--- src/rtl/sram_fifo_out_queue.sv ---
// Per-queue output stage: FWFT buffer fed by the SRAM read arbiter, unpacked into AXI4-Stream beats.
// Optional `SRAM_FIFO_OUT_STATS_EN adds pkt_count/drop_count statistics outputs.
module sram_fifo_out_queue #(
  parameter int TDATA_WIDTH   = 32,
  parameter int DEPTH         = 16,
  parameter int ADDR_WIDTH    = 4,
  parameter int FULL_HEADROOM = 6
) (
  input  logic                       clk,
  input  logic                       reset,
  input  logic                       din_valid,
  input  logic [8*TDATA_WIDTH+8:0]   din,
  output logic                       full,
  output logic                       overflow,
  output logic [8*TDATA_WIDTH-1:0]   m_axis_tdata,
  output logic [TDATA_WIDTH-1:0]     m_axis_tkeep,
  output logic                       m_axis_tlast,
  output logic                       m_axis_tvalid,
  input  logic                       m_axis_tready
`ifdef SRAM_FIFO_OUT_STATS_EN
  ,
  output logic [31:0]                pkt_count,
  output logic [31:0]                drop_count
`endif
);

  localparam int DW = 8 * TDATA_WIDTH;
  localparam int WW = DW + 9;
  localparam logic [ADDR_WIDTH:0] CAP     = (ADDR_WIDTH+1)'(DEPTH);
  localparam logic [ADDR_WIDTH:0] CAP_M1  = (ADDR_WIDTH+1)'(DEPTH - 1);
  localparam logic [ADDR_WIDTH:0] FULL_AT = (ADDR_WIDTH+1)'(DEPTH - FULL_HEADROOM);

  typedef enum logic {ST_PASS = 1'b0, ST_DISCARD = 1'b1} state_t;

  logic [WW-1:0]         r_mem [DEPTH];
  logic [ADDR_WIDTH-1:0] r_wr_ptr;
  logic [ADDR_WIDTH-1:0] r_rd_ptr;
  logic [ADDR_WIDTH:0]   r_count;
  logic                  r_full;
  logic                  r_overflow;
  state_t                r_state;

  logic                  w_pop;
  logic                  w_push;
  logic                  w_drop;
  logic                  w_set_ovf;
  logic [WW-1:0]         w_word;
  logic [WW-1:0]         w_head;
  logic [ADDR_WIDTH:0]   w_occ_after_pop;
  logic [ADDR_WIDTH:0]   w_count_nxt;
  state_t                w_state_nxt;

  // Last beat keeps only its low nbytes lanes; 0 or >= W means a full beat.
  function automatic logic [TDATA_WIDTH-1:0] keep_decode(input logic last, input logic [7:0] nb);
    logic [TDATA_WIDTH-1:0] k;
    k = {TDATA_WIDTH{1'b1}};
    if (last && (nb != 8'd0) && (32'(nb) < 32'(TDATA_WIDTH))) begin
      k = ~({TDATA_WIDTH{1'b1}} << nb);
    end else begin
      k = {TDATA_WIDTH{1'b1}};
    end
    return k;
  endfunction

  assign w_pop           = m_axis_tvalid && m_axis_tready;
  assign w_occ_after_pop = r_count - {{ADDR_WIDTH{1'b0}}, w_pop};
  assign w_count_nxt     = w_occ_after_pop + {{ADDR_WIDTH{1'b0}}, w_push};

  // Input-side admission: store, truncate, or drop, judged against post-pop occupancy.
  always_comb begin
    w_push      = 1'b0;
    w_drop      = 1'b0;
    w_set_ovf   = 1'b0;
    w_word      = din;
    w_state_nxt = r_state;
    case (r_state)
      ST_PASS: begin
        if (!din_valid) begin
          w_push = 1'b0;
        end else if (w_occ_after_pop < CAP_M1) begin
          w_push = 1'b1;
        end else if (w_occ_after_pop == CAP_M1) begin
          w_push = 1'b1;
          if (!din[DW+8]) begin
            w_word[DW+8]    = 1'b1;
            w_word[DW+7:DW] = 8'd0;
            w_set_ovf       = 1'b1;
            w_state_nxt     = ST_DISCARD;
          end else begin
            w_set_ovf = 1'b0;
          end
        end else begin
          w_drop    = 1'b1;
          w_set_ovf = 1'b1;
          if (!din[DW+8]) begin
            w_state_nxt = ST_DISCARD;
          end else begin
            w_state_nxt = ST_PASS;
          end
        end
      end
      ST_DISCARD: begin
        if (din_valid) begin
          w_drop = 1'b1;
          if (din[DW+8]) begin
            w_state_nxt = ST_PASS;
          end else begin
            w_state_nxt = ST_DISCARD;
          end
        end else begin
          w_drop = 1'b0;
        end
      end
      default: w_state_nxt = ST_PASS;
    endcase
  end

  // Control state: pointers, occupancy, early full, sticky overflow, FSM.
  always_ff @(posedge clk) begin
    if (reset) begin
      r_wr_ptr   <= {ADDR_WIDTH{1'b0}};
      r_rd_ptr   <= {ADDR_WIDTH{1'b0}};
      r_count    <= {(ADDR_WIDTH+1){1'b0}};
      r_full     <= 1'b0;
      r_overflow <= 1'b0;
      r_state    <= ST_PASS;
    end else begin
      if (w_push) begin
        r_wr_ptr <= r_wr_ptr + ADDR_WIDTH'(1);
      end
      if (w_pop) begin
        r_rd_ptr <= r_rd_ptr + ADDR_WIDTH'(1);
      end
      r_count    <= w_count_nxt;
      r_full     <= (w_count_nxt >= FULL_AT);
      r_overflow <= r_overflow | w_set_ovf;
      r_state    <= w_state_nxt;
    end
  end

  // Storage array; no reset so it can map to distributed RAM.
  always_ff @(posedge clk) begin
    if (w_push) begin
      r_mem[r_wr_ptr] <= w_word;
    end
  end

  assign w_head        = r_mem[r_rd_ptr];
  assign m_axis_tvalid = (r_count != {(ADDR_WIDTH+1){1'b0}});
  assign m_axis_tdata  = w_head[DW-1:0];
  assign m_axis_tlast  = w_head[DW+8];
  assign m_axis_tkeep  = keep_decode(w_head[DW+8], w_head[DW+7:DW]);
  assign full          = r_full;
  assign overflow      = r_overflow;

`ifdef SRAM_FIFO_OUT_STATS_EN
  logic [31:0] r_pkt_count;
  logic [31:0] r_drop_count;

  // Wrapping packet and dropped-word counters.
  always_ff @(posedge clk) begin
    if (reset) begin
      r_pkt_count  <= 32'd0;
      r_drop_count <= 32'd0;
    end else begin
      if (w_pop && m_axis_tlast) begin
        r_pkt_count <= r_pkt_count + 32'd1;
      end
      if (w_drop) begin
        r_drop_count <= r_drop_count + 32'd1;
      end
    end
  end

  assign pkt_count  = r_pkt_count;
  assign drop_count = r_drop_count;
`endif

endmodule

--- config.mk ---
export PLATFORM = sky130hd
export DESIGN_NAME = sram_fifo_out_queue
export DESIGN_NICKNAME = d
export VERILOG_FILES = /design/src/rtl/sram_fifo_out_queue.sv
export SDC_FILE = /design/constraint.sdc
export NUM_CORES = 2
export LEC_CHECK = 0
export CAP_MARGIN = 5
export CORE_MARGIN = 2
export CORE_UTILIZATION = 35
export CTS_CLUSTER_SIZE = 30
export DETAILED_ROUTE_END_ITERATION = 6
export PLACE_DENSITY = 0.6
export SETUP_SLACK_MARGIN = 0.3
export SYNTH_ARGS = -nofsm -noshare
export SYNTH_HDL_FRONTEND = slang
export SYNTH_MEMORY_MAX_BITS = 65536
export SYNTH_SLANG_ARGS = --single-unit
--- constraint.sdc ---
create_clock -name clk -period 44.3 [get_ports clk]
set_clock_uncertainty 0.1 [all_clocks]
set_input_delay 6.645 -clock clk [delete_from_list [all_inputs] [get_ports clk]]
set_output_delay 6.645 -clock clk [all_outputs]
set_load 0.02 [all_outputs]
==> qor.yml <==
run_status:
  status: "complete, no violations"
grt:
  gr-total-overflow: 0
  grt-busiest-layer: "met2"
  grt_pass1_wl_um: 544000
  antenna_found_initial: 90
  met3_usage: 0.0248
  grt_pass1_vias: 74531
  grt_max_degree: 162
  grtUsageTotal: 0.161
  grtUsageMet1: 0.216
  grt_use_met2: 0.277
cts:
  numCtsBuffers: 431
  clockRootBuffer: "clkbuf_16"
  clock_tree.buffer_depth: 4
  cts.repair.resized: 0
  holdBufCountCts: 0
  tritoncts: "done"
  clock_latency_ns: 1.01
  cts_sinks: 4260
  clkSlewWorstSetupHoldPaths_ns: 0.06
  h-tree-depth: 5
  postCtsSetupRepairBufs: 0
sta:
  worstMarginPinSlew_ns: 1.25
  hold_violations: 0
  max_freq_ghz: 0.0644
  max-slew-margin-rel: 0.167
  setup_ws_ns: 28.78
  fin_setup_tns_ns: 0
  final_max_slew_viol_count: 0
  rsz0062_at_grt: "false"
  period_needed_ns: 15.52
  fin_crit_sh: 0.350
  setup_viol: 0
logic_synthesis:
  synthDistinctLibCells: 58
  yosys_warnings: 0
  async_reset_ff_frac: 0
  synth_edf_count: 4240
  yosysTopAreaCellShare: 0.795
  avgSynthCellArea_um2: 25.9
  ys.flop_type: "edfxtp_1"
  synthXorXnorAreaFrac: 0.000656
  yosysSeqAreaShare: 0.797
  synth_area_leaders: "edfxtp_1, mux4_2, clkbuf_1"
  synthesis.nets: 6453
  syn_area_mm2: 0.160
  synth_top_area_cell: "edfxtp_1"
  synth_top_family_by_area: "multiplexers"
  synth_compound_area_frac: 0.00450
  synthCells: 6175
  synth_mux_area_frac: 0.183
  ys_seq_elements: 4260
  synth_simple_gate_area_share: 0.00472
  synthAdderAreaFrac: 0.000703
detailed_routing:
  dr.pass1.iters: 5
  vias: 70681
  ant_nets: 0
  wl_per_cell_um: 28.6
  drt_iter0_drc: 6665
  drt-total-wl_um: 382000
  drc: 0
  vias_per_cell: 5.29
die:
  die_area_mm2: 0.463
  die_w_um: 681
  dieHeight_um: 681
  rows: 248
  num_io_pins: 561
  start_util: 0.351
  coreArea_mm2: 0.456
worst_setup_path:
  crit_required_ns: 37.56
  end_kind: "primary output"
  path_max_fanout: 59
  criticalPathCategory: "reg -> out"
  start_kind: "flop"
  worst_ep_arrival_time_ns: 8.77
final_layout:
  area_delta_synth_final_pct: 16.8
  drive_above_1_share: 0.276
  fin_nets: 7279
  fillers: 38966
power_and_ir_drop:
  cellPowerDensity_mw_per_mm2: 55.4
  p_leak_nw: 56.0
  ir_drop_mv: 0.0521
place:
  port_buffers: 559
  hpwlAfterDp_um: 196000
  detailedPlace.worstSlack_ns: 29.39
  gp_congestion: 0.741
flow_run:
  drv_cap: 0
hold_path:
  hp-class: "reg -> reg"
## metrics by stage
step | util | cells | hold slack, ns | power (mW) | cell area [um^2]
floorplan | - | 6175 | 0.384 | 6.23 | 160000
global placement | 0.380 | 12568 | 0.359 | 6.96 | 173000
detailed placement | 0.380 | 12568 | 0.366 | 6.98 | 173000
CTS | 0.410 | 13347 | 0.385 | 10.5 | 187000
global route | 0.410 | 13357 | 0.429 | 10.7 | 187000
finish | 0.410 | 13365 | 0.380 | 10.4 | 187000
## cell families after synthesis
| group | Yosys count |
|---|---|
| multiplexers | 1325 |
| buffers and inverters | 325 |
| AND/OR/NAND/NOR | 142 |
| AO/OA/AOI/OAI | 101 |
| adder cells (fa/ha/maj) | 9 |
| XOR/XNOR | 12 |
| flip-flops | 4260 |
| other | 1 |
## power breakdown
| group | internal (mW) | switching, mW | total, mW | leakage [nW] |
|---|---|---|---|---|
| registers | 4.65 | 0.0546 | 4.71 | 38.4 |
| logic | 1.03 | 1.12 | 2.15 | 10.9 |
| clock network | 1.98 | 1.53 | 3.51 | 6.59 |
## cell usage in the layout (no fill, tap or decap), types with 16 or more instances in the layout
cell type and count:
edfxtp_1 4240, dfxtp_1 16, a211oi_1 27, nor2b_1 34, mux4_2 1275, clkinv_1 111
clkinv_2 63, o21bai_1 20, diode_2 18, a21oi_1 29, bufinv_16 31, nor2_1 25
clkdlybuf4s50_1 559, clkbuf_1 99, clkbuf_16 433, buf_4 127, buf_12 23, mux2i_1 38
## flip-flops by register name, summed over array words and instances, names as in the netlist, named ones only
signal / count
full: 1
r_rd_ptr: 4
r_wr_ptr: 4
overflow: 1
r_state: 1
r_count: 5
r_mem: 4240
## cells in the mapped netlist (all sizes together), types with 2 or more instances
cell     number
nand2b        4
nand3        12
and2          4
o2111ai       2
buf         137
mux4       1284
or4           3
nor4          3
o21bai       20
mux2          3
and3          2
a31oi         4
o21ai         5
nor4b         2
nor3b         5
a211oi       27
mux2i        38
nor3         17
xnor2         6
edfxtp     4240
a221oi        2
nor2b        34
o311ai        2
clkbuf      179
nand4         2
nand2        13
xor2          6
a21oi        30
o21a          2
ha            9
nor2         37
inv           8
dfxtp        20
## worst max-delay path, stage by stage, from the launching register on
cell	delay, ns
dfxtp_4	0.87
buf_4	0.92
buf_4	0.70
buf_4	0.79
buf_4	0.88
buf_4	0.83
buf_4	0.78
mux4_2	0.61
mux4_2	0.52
clkdlybuf4s50_1	0.56
## final cells by class
cell class	count	area, um^2	share of cell area
flip-flops and latches	4260	128000	0.683
multi-input cells	1590	31200	0.167
clock buffers	533	11200	0.0600
well taps	6000	7510	0.0401
repair buffers	709	7010	0.0375
clock inverters	246	2400	0.0128
diodes	18	45.0	0.000241
inverters	9	41.3	0.000221
## layer usage
layer | vias up | wire length, um
met5 | - | 246
met4 | 40 | 8730
met3 | 611 | 20500
met2 | 2299 | 195000
met1 | 38928 | 158000
li1 | 28803 | -
## path summary, 6_finish.rpt
path / from / endpoint / slack (ns) / cells past startpoint
hold reg to reg: overflow / overflow / 0.38 / 2
setup reg to reg: r_count[2] / r_mem[13][10] / 37.35 / 15
setup / recovery: flop / m_axis_tdata[234] / 28.78 / 9
hold / removal: overflow / overflow / 0.38 / 2
Note: power is estimated with default switching activity, not from simulation.
